<file path="config.mk">
export PLATFORM = sky130hd
export DESIGN_NAME = axis_spi_cmd_ctrl
export DESIGN_NICKNAME = d
export VERILOG_FILES = /design/src/rtl/axis_spi_cmd_ctrl.sv
export SDC_FILE = /design/constraint.sdc
export NUM_CORES = 1
export LEC_CHECK = 0
export ABC_CLOCK_PERIOD_IN_PS = 4000
export CORE_ASPECT_RATIO = 2
export CORE_MARGIN = 2
export CORE_UTILIZATION = 30
export CTS_BUF_LIST = sky130_fd_sc_hd__clkbuf_8
export CTS_CLUSTER_DIAMETER = 120
export DETAILED_ROUTE_END_ITERATION = 8
export PLACE_DENSITY = 0.65
export SYNTH_ARGS = -nofsm -noshare
export SYNTH_HDL_FRONTEND = slang
export SYNTH_SLANG_ARGS = --single-unit
export TNS_END_PERCENT = 10
</file>
<file path="constraint.sdc">
create_clock -name axis_aclk -period 4 [get_ports axis_aclk]
set_input_delay 1 -clock axis_aclk [delete_from_list [all_inputs] [get_ports axis_aclk]]
set_output_delay 1 -clock axis_aclk [all_outputs]
set_load 0.01 [all_outputs]
</file>
<file path="src/rtl/axis_spi_cmd_ctrl.sv">
// axis_spi_cmd_ctrl: turns SPI command frames into 8-bit register bus writes and reads.
// Define AXIS_SPI_CMD_AUTOINC_EN for burst addressing; the default build keeps a fixed FIFO-port address.
module axis_spi_cmd_ctrl #(
   parameter int MAX_LEN = 64
) (
   input  logic       axis_aclk,
   input  logic       axis_areset,
   input  logic [7:0] s_axis_tdata,
   input  logic       s_axis_tvalid,
   output logic       s_axis_tready,
   input  logic       s_axis_tlast,
   output logic [7:0] m_axis_tdata,
   output logic       m_axis_tvalid,
   input  logic       m_axis_tready,
   output logic       m_axis_tlast,
   output logic       m_axis_tkeep,
   output logic       m_axis_tuser,
   output logic [7:0] reg_addr,
   output logic [7:0] reg_wdata,
   output logic       reg_we,
   output logic       reg_re,
   input  logic [7:0] reg_rdata,
   output logic       busy,
   output logic       frame_err
);
   localparam int CW = $clog2(MAX_LEN + 1);
`ifdef AXIS_SPI_CMD_AUTOINC_EN
   localparam logic [7:0] ADDR_INC = 8'd1;
`else
   localparam logic [7:0] ADDR_INC = 8'd0;
`endif
   typedef enum logic [2:0] {IDLE, ADDR, WDATA, RFETCH, RLOAD, RSEND, DRAIN} state_t;
   state_t        state_q, state_d;
   logic [CW-1:0] cnt_q, cnt_d;
   logic [7:0]    addr_q, addr_d, raddr_q, raddr_d, wdata_q, wdata_d, tdata_q, tdata_d;
   logic          rd_q, rd_d, we_q, we_d, err_q, err_d, tlast_q, tlast_d, rdy_q;
   logic          rx_hs, rx_end, tx_hs, tx_valid, in_read;

   assign rx_hs   = s_axis_tvalid & rdy_q;
   assign rx_end  = rx_hs & s_axis_tlast;
   assign tx_hs   = tx_valid & m_axis_tready;
   assign in_read = state_q inside {RFETCH, RLOAD, RSEND};

   always_ff @(posedge axis_aclk or posedge axis_areset) begin
      if (axis_areset) begin
         state_q <= IDLE;
         cnt_q   <= '0;
         addr_q  <= '0;
         raddr_q <= '0;
         wdata_q <= '0;
         tdata_q <= '0;
         rd_q    <= 1'b0;
         we_q    <= 1'b0;
         err_q   <= 1'b0;
         tlast_q <= 1'b0;
         rdy_q   <= 1'b0;
      end else begin
         state_q <= state_d;
         cnt_q   <= cnt_d;
         addr_q  <= addr_d;
         raddr_q <= raddr_d;
         wdata_q <= wdata_d;
         tdata_q <= tdata_d;
         rd_q    <= rd_d;
         we_q    <= we_d;
         err_q   <= err_d;
         tlast_q <= tlast_d;
         rdy_q   <= 1'b1;
      end
   end

   always_comb begin
      state_d = state_q;
      cnt_d   = cnt_q;
      addr_d  = addr_q;
      raddr_d = raddr_q;
      wdata_d = wdata_q;
      tdata_d = tdata_q;
      rd_d    = rd_q;
      tlast_d = tlast_q;
      we_d    = 1'b0;
      err_d   = 1'b0;
      case (state_q)
         IDLE: if (rx_hs) begin
            rd_d    = s_axis_tdata[7];
            cnt_d   = CW'(s_axis_tdata[5:0]) + CW'(1);
            err_d   = s_axis_tlast;
            state_d = s_axis_tlast ? IDLE : ADDR;
         end
         ADDR: if (rx_hs) begin
            addr_d  = s_axis_tdata;
            raddr_d = s_axis_tdata;
            err_d   = s_axis_tlast;
            state_d = s_axis_tlast ? IDLE : (rd_q ? RFETCH : WDATA);
         end
         WDATA: if (rx_hs) begin
            we_d    = 1'b1;
            raddr_d = addr_q;
            wdata_d = s_axis_tdata;
            addr_d  = addr_q + ADDR_INC;
            cnt_d   = cnt_q - CW'(1);
            err_d   = s_axis_tlast && cnt_q != CW'(1);
            state_d = s_axis_tlast ? IDLE : (cnt_q == CW'(1) ? DRAIN : WDATA);
         end
         RFETCH: state_d = RLOAD;
         RLOAD: begin
            tdata_d = reg_rdata;
            tlast_d = cnt_q == CW'(1);
            state_d = RSEND;
         end
         RSEND: if (tx_hs) begin
            cnt_d   = cnt_q - CW'(1);
            addr_d  = addr_q + ADDR_INC;
            raddr_d = addr_q + ADDR_INC;
            state_d = cnt_q == CW'(1) ? DRAIN : RFETCH;
         end
         DRAIN: if (rx_end) state_d = IDLE;
         default: state_d = IDLE;
      endcase
      // CS released mid-read: drop any pending TX byte, only a just-sent final byte completes the frame
      if (rx_end && in_read) begin
         state_d = IDLE;
         err_d   = !(state_q == RSEND && tx_hs && cnt_q == CW'(1));
      end
   end

   always_comb begin
      tx_valid = state_q == RSEND;
      reg_re   = state_q == RFETCH;
      busy     = state_q != IDLE;
   end

   assign s_axis_tready = rdy_q;
   assign m_axis_tdata  = tdata_q;
   assign m_axis_tvalid = tx_valid;
   assign m_axis_tlast  = tlast_q;
   assign m_axis_tkeep  = 1'b1;
   assign m_axis_tuser  = 1'b0;
   assign reg_addr      = raddr_q;
   assign reg_wdata     = wdata_q;
   assign reg_we        = we_q;
   assign frame_err     = err_q;
endmodule
</file>
==> qor.txt, run 1 <==
CP required = 3.00 ns
Async S/R FF share, synth = 100%
Maximum VDD drop = 0.359 mV
Core area = 0.00754 sq mm
Vias = 1582
Filler cell count = 760
Critical path endpoint category = output port
Crit path time final = 2.95 ns
CTS Hold Buffers Added = 0
First-pass GRT wire length = 8380 microns
Crit Path Category = flop to output port
Clk_lat worst skew = 0.31 ns
Post-Syn Instances = 189
Register area = 0.00118 sq mm
Grt ovf = 0
Max clock buf depth = 2
Finished Layout Cells = 333
Initial Utilization = 31.0%
Detailed placer's ending HPWL = 3810 microns
Post-route DRC = 0
Gate power share = 44.5%
Sequential Power Share = 38.9%
Chip Width = 66.4 microns
GRT Total Usage = 12.9%
Inst Count DP = 325
First-pass iteration count of the detailed router = 5
DR iter-0 viols = 26
Peak Freq = 0.338 GHz
RSZ-0062 raised after global routing = no
Worst Path Buf+Inv = 2
Final hold vios = 0
Die H = 129 microns
Critical-path maximum fanout = 9
HP Class = flop to flop
FP Rows = 45
Inserted Clock Buffers = 5
Number of H-tree levels = 2
CTS tree = done
DP Area = 0.00290 sq mm
Worst path cell trace = inv_1 > nor3_1 > clkdlybuf4s50_1
Pleak = 0.00129 uW
Synth warn = 0
RePlAce Congestion = 0.758
# nets final = 262
Main synth FF type = dfrtp_1
Pint = 1460 uW
Max cap viols = 0
CP max stage delay = 0.61 ns
Share of cells above drive strength 1 = 22.6%
CP max-delay cell = clkdlybuf4s50_1
Setup TNS = 0 ns
Slew @ Worst Pin = 0.968 ns
Final instance area = 0.00302 sq mm
Port bufs = 51
Layout Area Growth over Synthesis = 29.2%
Fin crit share = 73.9%
Critical Path AT = 1.95 ns
Sw Ratio = 32.9%
Worst-path clk slew = 0.09 ns
Status = finished clean
Post-CTS Setup Bufs = 0
Initial antenna violation count = 0
Largest delay contributor family on the critical path = buffers and inverters
Critical path startpoint category = flop
Sequential area share after synthesis = 50.3%
TritonCTS Sinks = 47
Largest net degree at the start of global routing = 48
Multi-input gate area in the final layout = 0.00106 sq mm
Total Power = 2180 uW
Number of global-route vias before repair = 1649
N_diodes = 0
Top-Level Pins = 54
Synth unique cells = 48
NetSw = 718 uW
Clk pwr share = 16.6%
#FFs+latches synth = 47
P per Cell Area = 723 mW/mm^2
Mapped cell area = 0.00234 sq mm
Fin. max-slew vios = 0
Final Skew = 0.0133 ns
Avg WL per Cell = 15.3 microns
Die footprint = 0.00855 sq mm
Final setup fails = 0
Post-synth EDFFs = 0
Avg Cell Area, Syn = 12.4 sq um
WL final = 5090 microns
CTS Root Cell = clkbuf_8
Max-slew headroom = 35.4%
ANT nets after route = 0
CTS resizes = 0
Drt via density = 4.75
## cell usage after synthesis, types with 4 or more instances
cell | number | share of area, %
a21oi_1 | 5 | 1.1
nand2_1 | 6 | 0.96
nor2_1 | 8 | 1.3
mux2_2 | 33 | 16
mux2_1 | 6 | 2.9
o21ai_1 | 4 | 0.86
inv_1 | 7 | 1.1
and3_1 | 5 | 1.3
dfrtp_1 | 47 | 50
buf_2 | 6 | 1.3
## layout by cell type, fill, tap and decap left out, drive strengths merged, types with 2 or more instances in the layout
cell	n
clkbuf	6
mux2i	2
conb	3
dfrtp	47
ha	3
o22ai	3
and3	5
nand2b	2
clkdlybuf4s50	51
o21ai	6
nand2	6
a211oi	2
and2	2
nor3	3
nand3	3
nand3b	2
xor2	2
nor2	10
inv	7
o211ai	3
a22o	3
xnor2	2
mux2	42
nor3b	3
a21oi	5
## worst paths after layout
check,from,endpoint,slack [ns],cells past startpoint
hold reg to reg,reg_addr[6]$_DFFE_PP0P_,reg_addr[6]$_DFFE_PP0P_,0.50,1
max in group asynchronous,axis_areset,reg_wdata[3]$_DFFE_PP0P_,2.16,2
hold / removal,reg_addr[6]$_DFFE_PP0P_,reg_addr[6]$_DFFE_PP0P_,0.50,1
min in group asynchronous,axis_areset,m_axis_tdata[3]$_DFFE_PP0N_,1.22,2
setup reg to reg,state_q[2]$_DFFE_PP0P_,reg_addr[0]$_DFFE_PP0P_,1.80,5
setup / recovery,state_q[0]$_DFFE_PP0P_,reg_re,1.05,3
## power by group through the flow
| stage | Clock (uW) | Sequential [uW] | Combinational (uW) |
|---|---|---|---|
| 3_3_place_gp | 0 | 854 | 966 |
| 4_1_cts | 375 | 853 | 989 |
| 3_5_place_dp | 0 | 861 | 983 |
| 5_1_grt | 392 | 887 | 1050 |
| 2_1_floorplan | 0 | 869 | 578 |
| 6_report | 362 | 849 | 972 |
## sequential cells by signal, indices dropped and copies added, names as in the netlist
register,count
m_axis_tlast,1
reg_wdata,8
frame_err,1
addr_q,8
reg_addr,8
cnt_q,7
state_q,3
m_axis_tdata,8
reg_we,1
s_axis_tready,1
rd_q,1
## per-layer routing
metal / GRT usage (%) / vias up / share of wire, %
met2: 23.2 / 28 / 59
li1: - / 763 / -
met4: 6.36 / 0 / 2.5
met3: 1.84 / 8 / 2.1
met5: 0 / - / 0
met1: 14.3 / 783 / 37
## kinds of logic (layout without fill, tap and decap cells)
kind of cell	Yosys count	after routing	synth area share (%)
flip-flops	47	47	50.3
multiplexers	44	44	21.6
AND/OR/NAND/NOR	44	44	12.1
AO/OA/AOI/OAI	27	27	8.25
buffers and inverters	18	67	4.34
XOR/XNOR	4	4	1.50
adder cells (fa/ha/maj)	3	3	1.61
other	2	3	0.321
## final cells by class
cell class / count / share of cell area (%)
inverters: 7 / 0.871
well taps: 94 / 3.90
clock buffers: 6 / 2.74
clock inverters: 2 / 1.16
multi-input cells: 125 / 35.2
flip-flops and latches: 47 / 39.0
repair buffers: 52 / 17.2
## worst reg2reg max path: stages, from the launching register on
cell      delay, ns
dfrtp_1        0.58
nand3b_4       0.24
nor2_1         0.05
buf_4          0.18
nor2b_1        0.60
mux2_2         0.42
## stage by stage
stage	setup slack (ns)	utilization, %	hold slack [ns]
4_1_cts	1.02	40.0	0.510
6_report	1.05	40.0	0.501
5_1_grt	0.905	40.0	0.525
3_5_place_dp	0.992	38.4	0.482
3_3_place_gp	1.02	38.4	0.482
2_1_floorplan	1.88	-	0.459
(Power assumes the default switching activity.)
==> inputs of run 2 (changes only) <==
--- a/config.mk
+++ b/config.mk
@@ -5,7 +5,7 @@
 export SDC_FILE = /design/constraint.sdc
 export NUM_CORES = 1
 export LEC_CHECK = 0
-export ABC_CLOCK_PERIOD_IN_PS = 4000
+export ABC_CLOCK_PERIOD_IN_PS = 2900
 export CORE_ASPECT_RATIO = 2
 export CORE_MARGIN = 2
 export CORE_UTILIZATION = 30
==> constraint.sdc (replaced) <==
create_clock -name axis_aclk -period 2.9 [get_ports axis_aclk]
set_input_delay 0.725 -clock axis_aclk [delete_from_list [all_inputs] [get_ports axis_aclk]]
set_output_delay 0.725 -clock axis_aclk [all_outputs]
set_load 0.01 [all_outputs]
==> run 2 against run 1 <==
Wire length is 2.4% higher. Core utilization about the same. Global-route usage is 0.21 points higher. Sequential cell count did not move. Non-clock buffer count increased by 2. Hold slack better by 0.0028 ns. Largest power group unchanged.
==> qor.txt, run 2 (same netlist as run 1, synthesis figures left out) <==
Final worst slack = 0.204 ns
DR iter-0 viols = 31
Slew @ Worst Pin = 0.702 ns
CP required = 2.17 ns
Port bufs = 51
Max-slew headroom = 53.1%
Max clock buf depth = 2
Critical path startpoint category = flop
Critical path endpoint category = output port
Post-route DRC = 0
ANT nets after route = 0
Dpl ws = 0.280 ns
P per Cell Area = 974 mW/mm^2
CTS Hold Buffers Added = 0
Avg WL per Cell = 15.6 microns
Peak Freq = 0.371 GHz
Fin crit share = 93.0%
Drt via density = 4.87
Fin. max-slew vios = 0
Die H = 129 microns
Largest delay contributor family on the critical path = buffers and inverters
HP Class = flop to flop
Chip Width = 66.4 microns
Worst path cell trace = inv_1 > nor3_1 > clkdlybuf4s50_1
Inserted Clock Buffers = 5
Top-Level Pins = 54
Initial Utilization = 31.0%
Final setup fails = 0
Maximum VDD drop = 0.442 mV
First-pass GRT wire length = 8490 microns
Pleak = 0.00130 uW
Most common cell after layout, fill and taps aside = clkdlybuf4s50_1
Max cap viols = 0
Filler cell count = 774
RePlAce Congestion = 0.724
Critical-path maximum fanout = 9
TritonCTS Sinks = 47
CTS resizes = 0
Register area = 0.00118 sq mm
Core area = 0.00754 sq mm
Crit path time final = 2.70 ns
Crit Path Category = flop to output port
Multi-input gate area in the final layout = 0.00106 sq mm
Initial antenna violation count = 0
RSZ-0062 raised after global routing = no
Clk_lat worst skew = 0.31 ns
Layout Area Growth over Synthesis = 29.2%
Vias = 1633
Final hold vios = 0
Worst-path clk slew = 0.09 ns
Share of cells above drive strength 1 = 23.2%
# nets final = 264
GRT Total Usage = 13.1%
CTS Root Cell = clkbuf_8
Post-CTS Setup Bufs = 0
CP max stage delay = 0.61 ns
CP max-delay cell = clkdlybuf4s50_1
WL final = 5220 microns
Most frequent cells in the layout = 51 x clkdlybuf4s50_1, 47 x dfrtp_1, 33 x mux2_2
FP Rows = 45
Worst Path Buf+Inv = 2
Number of global-route vias before repair = 1675
Detailed placer's ending HPWL = 3890 microns
Grt ovf = 0
CTS tree = done
Largest net degree at the start of global routing = 48
Status = finished clean
Setup TNS = 0 ns
Critical Path AT = 1.97 ns
Number of H-tree levels = 2
First-pass iteration count of the detailed router = 4
Final Skew = 0.00249 ns
N_diodes = 0
Die footprint = 0.00855 sq mm
run 2: changes by cell type in the layout (fill, tap and decap cells not counted):
| cell | before | now |
|---|---|---|
| buf_12 | 0 | 1 |
| bufinv_16 | 1 | 0 |
| buf_4 | 1 | 2 |
| inv_6 | 0 | 2 |
| clkbuf_8 | 6 | 5 |
run 2: layout make-up:
cell class                 instances  area share [%]
timing repair buffer              54            18.1
tap                               94            3.90
sequential                        47            39.0
inverter                           7           0.870
multi-input combinational        125            35.2
clock inverter                     3           0.746
clock buffer                       5            2.28
run 2: routing by layer:
layer  up-vias  GRT usage [%]  routed length (microns)  part of all wire, %
li1        764              -                        -                    -
met1       813           14.4                     1920                   37
met2        45           23.6                     2990                   57
met3        11           1.66                      148                  2.8
met4         0           7.08                      157                  3.0
met5         -              0                        0                    0
run 2: report_power, final:
| group | total [uW] | internal, uW | switching [uW] |
|---|---|---|---|
| Clock | 421 | 175 | 246 |
| Combinational | 1350 | 795 | 552 |
| Sequential | 1170 | 953 | 220 |
run 2: stage by stage:
stage / std cells / util (%) / power [uW] / hold WS, ns / cell area (sq um)
after floorplan: 190 / - / 2000 / 0.459 / 2340
final: 335 / 40.0 / 2940 / 0.504 / 3020
after global routing: 335 / 40.0 / 3140 / 0.527 / 3020
after detailed placement: 327 / 38.8 / 2550 / 0.484 / 2930
after CTS: 335 / 40.0 / 2990 / 0.507 / 3020
after global placement: 327 / 38.8 / 2520 / 0.475 / 2930
run 2: worst paths after layout:
kind | endpoint | slack (ns) | cells after the start | start
setup / recovery | reg_re | 0.20 | 3 | state_q[0]$_DFFE_PP0P_
hold / removal | rd_q$_DFFE_PP0P_ | 0.50 | 1 | rd_q$_DFFE_PP0P_
setup reg to reg | reg_addr[2]$_DFFE_PP0P_ | 0.84 | 4 | state_q[2]$_DFFE_PP0P_
hold reg to reg | rd_q$_DFFE_PP0P_ | 0.50 | 1 | rd_q$_DFFE_PP0P_
max in group asynchronous | addr_q[0]$_DFFE_PP0P_ | 1.90 | 3 | axis_areset
min in group asynchronous | m_axis_tdata[7]$_DFFE_PP0N_ | 0.75 | 3 | axis_areset
run 2: worst register-to-register path, cell delays in order (launching register included):
cell and delay (ns):
dfrtp_1 0.53, and3b_1 0.32, nor2_4 0.43, mux2_2 0.39, mux2_1 0.28
